$ cat config.mk
export PLATFORM = sky130hd
export DESIGN_NAME = ifu_fetch
export DESIGN_NICKNAME = d
export VERILOG_FILES = /design/src/rtl/ifu_fetch.sv
export SDC_FILE = /design/constraint.sdc
export NUM_CORES = 1
export LEC_CHECK = 0
export BUFFER_PORTS_ARGS = -buffer_cell sky130_fd_sc_hd__buf_2
export CAP_MARGIN = 20
export CORE_MARGIN = 8
export CORE_UTILIZATION = 25
export CTS_BUF_LIST = sky130_fd_sc_hd__clkbuf_4
export DETAILED_ROUTE_END_ITERATION = 10
export PLACE_DENSITY_LB_ADDON = 0.05
export SLEW_MARGIN = 15
export SYNTH_ARGS = -nofsm -noshare
export SYNTH_HDL_FRONTEND = slang
export SYNTH_SLANG_ARGS = --single-unit
$ cat constraint.sdc
create_clock -name clk -period 5.35 [get_ports clk]
set_clock_uncertainty 0.1 [all_clocks]
set_input_delay 0.8025 -clock clk [delete_from_list [all_inputs] [get_ports clk]]
set_output_delay 0.8025 -clock clk [all_outputs]
set_load 0.03 [all_outputs]
$ cat src/rtl/ifu_fetch.sv
// ifu_fetch: instruction fetch unit with one instruction in flight.
//   Holds the architectural PC, issues one read per instruction over a
//   valid/ready request channel, and latches the returned word for decode.
//   The word is held until execute commits the next PC.
//
// Ports:
//   clk, rst        clock (rising edge) / asynchronous active-high reset
//   pc_in, pc_w_en  next PC from execute; honoured only in EXEC
//   pc_out          current PC register
//   imem_req_*      read request channel (valid/ready, addr = pc_out)
//   imem_rsp_*      read response channel (valid, data, err); honoured only in WAIT
//   inst            latched instruction word
//   inst_valid      high while in EXEC
//   fault           sticky fault flag (access fault or misaligned next PC)
//   retire_cnt      number of committed instructions (wraps)
module ifu_fetch #(
    parameter int unsigned              ISA_WIDTH = 32,
    parameter logic [ISA_WIDTH-1:0]     RESET_PC  = 32'h8000_0000,
    parameter int unsigned              CNT_WIDTH = 32
) (
    input  logic                  clk,
    input  logic                  rst,
    input  logic [ISA_WIDTH-1:0]  pc_in,
    input  logic                  pc_w_en,
    output logic [ISA_WIDTH-1:0]  pc_out,
    output logic                  imem_req_valid,
    input  logic                  imem_req_ready,
    output logic [ISA_WIDTH-1:0]  imem_req_addr,
    input  logic                  imem_rsp_valid,
    input  logic [ISA_WIDTH-1:0]  imem_rsp_data,
    input  logic                  imem_rsp_err,
    output logic [ISA_WIDTH-1:0]  inst,
    output logic                  inst_valid,
    output logic                  fault,
    output logic [CNT_WIDTH-1:0]  retire_cnt
);

    typedef enum logic [2:0] {
        S_IDLE,
        S_REQ,
        S_WAIT,
        S_EXEC,
        S_FAULT
    } state_t;

    localparam logic [CNT_WIDTH-1:0] CNT_ONE = {{(CNT_WIDTH-1){1'b0}}, 1'b1};

    state_t                 state_q;
    logic [ISA_WIDTH-1:0]   pc_q;
    logic [ISA_WIDTH-1:0]   inst_q;
    logic                   fault_q;
    logic [CNT_WIDTH-1:0]   retire_cnt_q;

    always_ff @(posedge clk or posedge rst) begin
        if (rst) begin
            state_q      <= S_IDLE;
            pc_q         <= RESET_PC;
            inst_q       <= '0;
            fault_q      <= 1'b0;
            retire_cnt_q <= '0;
        end else begin
            case (state_q)
                S_IDLE: state_q <= S_REQ;
                S_REQ: begin
                    // Responses are not accepted here: a response in the
                    // handshake cycle is illegal for the memory.
                    if (imem_req_ready) state_q <= S_WAIT;
                end
                S_WAIT: begin
                    if (imem_rsp_valid) begin
                        if (imem_rsp_err) begin
                            fault_q <= 1'b1;
                            state_q <= S_FAULT;
                        end else begin
                            inst_q  <= imem_rsp_data;
                            state_q <= S_EXEC;
                        end
                    end
                end
                S_EXEC: begin
                    if (pc_w_en) begin
                        // PC updates even when misaligned so the offending
                        // address remains visible after the fault.
                        pc_q         <= pc_in;
                        retire_cnt_q <= retire_cnt_q + CNT_ONE;
                        if (pc_in[1:0] == 2'b00) begin
                            state_q <= S_REQ;
                        end else begin
                            fault_q <= 1'b1;
                            state_q <= S_FAULT;
                        end
                    end
                end
                S_FAULT: state_q <= S_FAULT;
                default: state_q <= S_IDLE;
            endcase
        end
    end

    assign pc_out         = pc_q;
    assign imem_req_addr  = pc_q;
    assign imem_req_valid = (state_q == S_REQ);
    assign inst_valid     = (state_q == S_EXEC);
    assign inst           = inst_q;
    assign fault          = fault_q;
    assign retire_cnt     = retire_cnt_q;

endmodule

==> results of run 1 <==
-- stage by stage --
step           instance area, um^2  power, mW  setup slack (ns)  cells  hold WS [ns]
2_1_floorplan                 4383      2.396             1.830    395        0.4248
3_3_place_gp                  5374      2.760             2.522    777        0.3493
3_5_place_dp                  5374      2.767             2.482    777        0.3503
4_1_cts                       5504      3.185             2.788    793        0.3118
5_1_grt                       5507      3.327             2.596    794        0.3394
6_report                      5507      3.118             2.853    794        0.3309
-- final timing paths --
| check | cells after the start | from | slack, ns | to |
|---|---|---|---|---|
| worst min-delay path | 2 | rst | 0.33 | retire_cnt[31] |
| worst max register to register | 4 | state_q[0] | 2.88 | retire_cnt[24] |
| worst max-delay path | 3 | state_q[0] | 2.85 | imem_req_valid |
| worst min register to register | 1 | fault | 0.38 | fault |
| max in group asynchronous | 3 | rst | 3.71 | imem_req_addr[6] |
| min in group clk | 1 | fault | 0.38 | fault |
-- sequential cells by signal, indices dropped and copies added (netlist names) --
signal	cells
fault	1
retire_cnt	32
imem_req_addr	32
state_q	3
inst	32
-- final cells by class --
cell class / count / area (um^2) / area share
diodes: 1 / 2.502 / 0.0004544
clock buffers: 10 / 75.07 / 0.01363
clock inverters: 6 / 55.05 / 0.009998
inverters: 3 / 13.76 / 0.002499
multi-input cells: 247 / 1559 / 0.2831
flip-flops and latches: 100 / 2504 / 0.4547
well taps: 225 / 281.5 / 0.05112
repair buffers: 202 / 1016 / 0.1845
-- cell families after synthesis --
| logic type | Yosys count | synth area share |
|---|---|---|
| AND/OR/NAND/NOR | 176 | 0.1967 |
| flip-flops | 100 | 0.5712 |
| multiplexers | 34 | 0.08707 |
| AO/OA/AOI/OAI | 5 | 0.006852 |
| buffers and inverters | 48 | 0.07336 |
| adder cells (fa/ha/maj) | 1 | 0.002854 |
| XOR/XNOR | 31 | 0.06195 |
-- placed cells by master (no fill, tap or decap), types with 5 or more instances in the layout --
master and count:
buf_2 200, nand2_1 111, dfrtp_1 99, mux2_2 30, xnor2_1 28, nand3_1 15, nand4_1 15, nor2_1 10
clkbuf_4 10, and3_1 5
-- power by group --
| group | switching (mW) | leakage (nW) | internal, mW | total [mW] |
|---|---|---|---|---|
| Sequential | 0.189 | 1.28 | 1.01 | 1.20 |
| Clock | 0.260 | 0.0712 | 0.144 | 0.404 |
| Combinational | 1.07 | 1.63 | 0.443 | 1.52 |
-- per-layer routing --
layer  up-vias  wire (um)  track usage
li1       1611          -            -
met1      1572       4850       0.1235
met2       111       6070       0.1840
met3        11       1371      0.06108
met4         2        167      0.03825
met5         -         10            0
-- worst reg2reg max path: stages (launching register included) --
cell      delay [ns]
dfrtp_1         0.58
nand4b_4        0.61
nor3_4          0.73
nand4_1         0.21
xnor2_1         0.16
==> flow_summary.ini, run 1 <==
[status]
outcome = finished clean

[logic_synthesis]
netlist_top_cells_count = nand2_1 (111), dfrtp_1 (99), buf_4 (32), mux2_2 (30), xnor2_1 (28)
ys_warn_count = 0
synth.most_common_cell = nand2_1
ys_seq_area_frac = 0.5712
synth_top_area_frac = 0.5652
synth_cell_type_count = 35
synthCells = 395
synth.largest_area_cell = dfrtp_1
synthTopCellsByArea = dfrtp_1 (57%), nand2_1 (9.5%), mux2_2 (7.7%), xnor2_1 (5.6%), buf_4 (5.5%)
ys_ff_latch = 100
synthFlopType = dfrtp_1
synth-edff-count = 0
synth_nets = 466
async_reset_ff_frac = 1.000
synthesis.area_um2 = 4383
syn_area_per_cell_um2 = 11.10

[placement]
gp_congestion = 0.6983
hpwlAfterDp_um = 9159
numPortBuffers = 200

[timing]
worst_pin_slew_ns = 0.7508
slew_headroom = 0.4994
tns_ns = 0
fin_crit_ns = 2.497
hold_viol_final = 0
final_max_slew_viol_count = 0
max_freq_mhz = 400.5
fin_crit_sh = 0.4667
rsz0062_at_grt = false
setup_viol = 0

[clocking]
ctsHtreeMaxLevel = 3
clock-sinks = 100
cts.repair.resized = 0
cts-root-buf = clkbuf_4
clkTransAtPathRegs_ns = 0.15
clock_latency_ns = 0.46
numCtsBuffers = 9
clockBufferDepth = 2
post-cts-setup-buffers = 0
cts_tree = yes
postCtsHoldBufs = 0

[finish]
syn2layout_area_growth_pct = 25.64
fillers = 1819
drive_gt1_frac = 0.4507
final_util = 0.3195
num-nets-final = 634

[hold_path]
hold_class = input pin to async pin

[setup_path]
path_buf_inv = 1
cp-start-kind = flip-flop
critPathTopFamily = flip-flops
cp_data_required_time_ns = 4.45
worstPathArrival_ns = 1.59
crit_chain = nor2b_1, nor2b_1, buf_2
critPathCaptureType = primary output
crit_top_cell = nor2b_1
cpPeakStageDelay_ns = 0.58
path_class = flip-flop to primary output
slowest_stage = dfrtp_1
path_max_fanout = 9

[global_routing]
antenna_found_initial = 2
grt_pass1_vias = 3516
grt_max_degree = 56
grt.total_usage = 0.1132
grt_pass1_wl_um = 19450
globalRouteOverflowTotal = 0

[die]
rows = 48
io_pins = 201
start_util = 0.2543
die_y_um = 148.4
placeableCoreArea_um2 = 17240
dieArea_um2 = 22020
die_w_um = 148.4

[detailed_routing]
avgViaCountPerCell = 4.165
dr.pass1.iters = 4
drtIter0Drc = 136
wl_per_cell_um = 15.71
totalWireLength_um = 12470
ant_nets = 0
num_vias = 3307
drc = 0

[pwr]
power_density_nw_per_um2 = 566.3
peakVddDrop_uv = 244.0
power_leakage_nw = 2.984

[run]
maxCapViolations = 0
Power figures use the tool's default switching activity.
==> run 2: changes to the inputs <==
Clock period 5.35 ns to 2.6 ns, I/O delays scaled along.
==> run 2 against run 1 <==
  * Non-clock buffer count rose by 55
  * Critical path depth did not move
  * Utilization rose by 3.4 points
  * Power rose by 110%
  * Flip-flop and latch count did not move
  * Global-route usage rose by 0.27 points
  * Sequential power rose by 110%
  * Worst hold slack got worse by 0.29 ns
  * Clock power rose by 110%
  * Final area rose by 11%
==> flow_summary.ini, run 2 (synthesized netlist as in run 1, its figures left out) <==
[setup_path]
r2r_start = retire_cnt[0]
crit_chain = nor2b_1, nor2b_1, buf_2
cp-start-kind = flip-flop
regToRegSetupSlack_ns = 0.67
path_class = flip-flop to primary output
worstPathArrival_ns = 1.57
critPathTopFamily = flip-flops
reg2reg_to = retire_cnt[28]
cp_data_required_time_ns = 2.11
reg2regPathDepth = 5
slowest_stage = dfrtp_1
path_buf_inv = 1
crit_top_cell = nor2b_1
path_max_fanout = 9
cpPeakStageDelay_ns = 0.55
critPathCaptureType = primary output

[global_routing]
grt.total_usage = 0.1158
grt_max_degree = 39
antenna_found_initial = 3
grt_pass1_vias = 3821
grt_pass1_wl_um = 20270
globalRouteOverflowTotal = 0

[clocking]
clock-sinks = 100
clockBufferDepth = 2
numCtsBuffers = 9
cts-root-buf = clkbuf_4
cts_tree = yes
clkTransAtPathRegs_ns = 0.15
ctsHtreeMaxLevel = 3
clock_latency_ns = 0.47

[detailed_routing]
dr.pass1.iters = 4
num_vias = 3524
drtIter0Drc = 132
totalWireLength_um = 12620
drc = 0
wl_per_cell_um = 14.83
ant_nets = 0
avgViaCountPerCell = 4.141

[timing]
fin_crit_ns = 2.062
tns_ns = 0
final_max_slew_viol_count = 0
rsz0062_at_grt = false
slew_headroom = 0.5121
fin_crit_sh = 0.7931
max_freq_mhz = 484.9
hold_viol_final = 0
fin_ws_ns = 0.5378
setup_viol = 0
worst_pin_slew_ns = 0.7303

[run]
maxCapViolations = 0

[die]
die_y_um = 148.4
io_pins = 201
placeableCoreArea_um2 = 17240
dieArea_um2 = 22020
rows = 48
start_util = 0.2543
die_w_um = 148.4

[placement]
hpwlAfterDp_um = 9316
gp_congestion = 0.7165
numPortBuffers = 200
dpl_worst_slack_ns = 0.6847
dpl_cell_area_um2 = 5429

[finish]
syn2layout_area_growth_pct = 38.85
fillers = 1813
final_common_cell = buf_2
fin_area_um2 = 6086
drive_gt1_frac = 0.4173
num-nets-final = 689
layout_common_cells = buf_2 (200), nand2_1 (111), dfrtp_1 (99), dlygate4sd3_1 (51), mux2_2 (30)

[hold_path]
hold-path-endpoint = imem_req_addr[3]
hold_class = input pin to flip-flop
hold_depth = 3
worstHoldStart = pc_in[3]

[status]
outcome = finished clean

[pwr]
power_density_nw_per_um2 = 1070
power_leakage_nw = 3.225
peakVddDrop_uv = 513.2
run 2: cell count changes in the layout (fill, tap and decap cells not counted):
cell           change
dlygate4sd3_1     +51
diode_2            +2
buf_12             +2
clkinv_1           -1
clkinv_2           -1
clkinvlp_4         +1
inv_6              +1
buf_4              +2
and4b_2            -1
clkinv_4           +1
inv_4              -1
and4b_1            +1
run 2: metrics by stage:
stage          instances  hold WS [ns]  power (mW)  utilization
4_1_cts              845      0.001018       6.653       0.3509
6_report             851       0.04451       6.513       0.3531
5_1_grt              851     0.0006758       6.941       0.3531
2_1_floorplan        395        0.3732       4.931            -
3_5_place_dp         781        0.3582       5.701       0.3150
3_3_place_gp         781        0.3530       5.684       0.3150
run 2: power breakdown:
group	internal, mW	switching [mW]
logic	0.979	2.22
clock network	0.305	0.550
registers	2.08	0.379
run 2: timing repair:
item / CTS / global route
hold buffers: 48 / 3
endpoints found under the hold margin: 75 / 3
setup buffers: 0 / 0
resized for setup: 0 / 0
run 2: worst max path at each step:
stage,startpoint,end,slack (ns),cells past startpoint
final,state_q[0],imem_req_valid,0.54,3
after global routing,state_q[0],imem_req_valid,0.37,3
after CTS,state_q[0],imem_req_valid,0.45,3
after detailed placement,state_q[0],retire_cnt[16],0.68,5
after global placement,state_q[0],retire_cnt[18],0.72,5
after floorplan,retire_cnt[0],retire_cnt[24],0.71,5
run 2: area by class of cell:
class                   instances  area [um^2]  share of cell area
diodes                          3        7.507            0.001234
clock buffers                  10        75.07             0.01234
clock inverters                 6        63.81             0.01049
inverters                       3        15.01            0.002467
multi-input cells             247         1558              0.2560
flip-flops and latches        100         2504              0.4114
well taps                     225        281.5             0.04626
repair buffers                257         1582              0.2599
run 2: worst reg2reg max path: stages, from the launching register on:
cell and delay (ns):
dfrtp_1 0.49, ha_1 0.26, nand4_1 0.19, nor4_4 0.44, nand4_1 0.18, xnor2_1 0.16
run 2: per-layer routing:
layer / vias to the layer above / global-route usage / part of all wire / wire length [um]
li1: 1723 / - / - / -
met1: 1690 / 0.1318 / 0.41 / 5138
met2: 101 / 0.1922 / 0.50 / 6299
met4: 2 / 0.03519 / 0.0085 / 107
met5: - / 0 / 0.00063 / 8
met3: 8 / 0.05105 / 0.084 / 1065
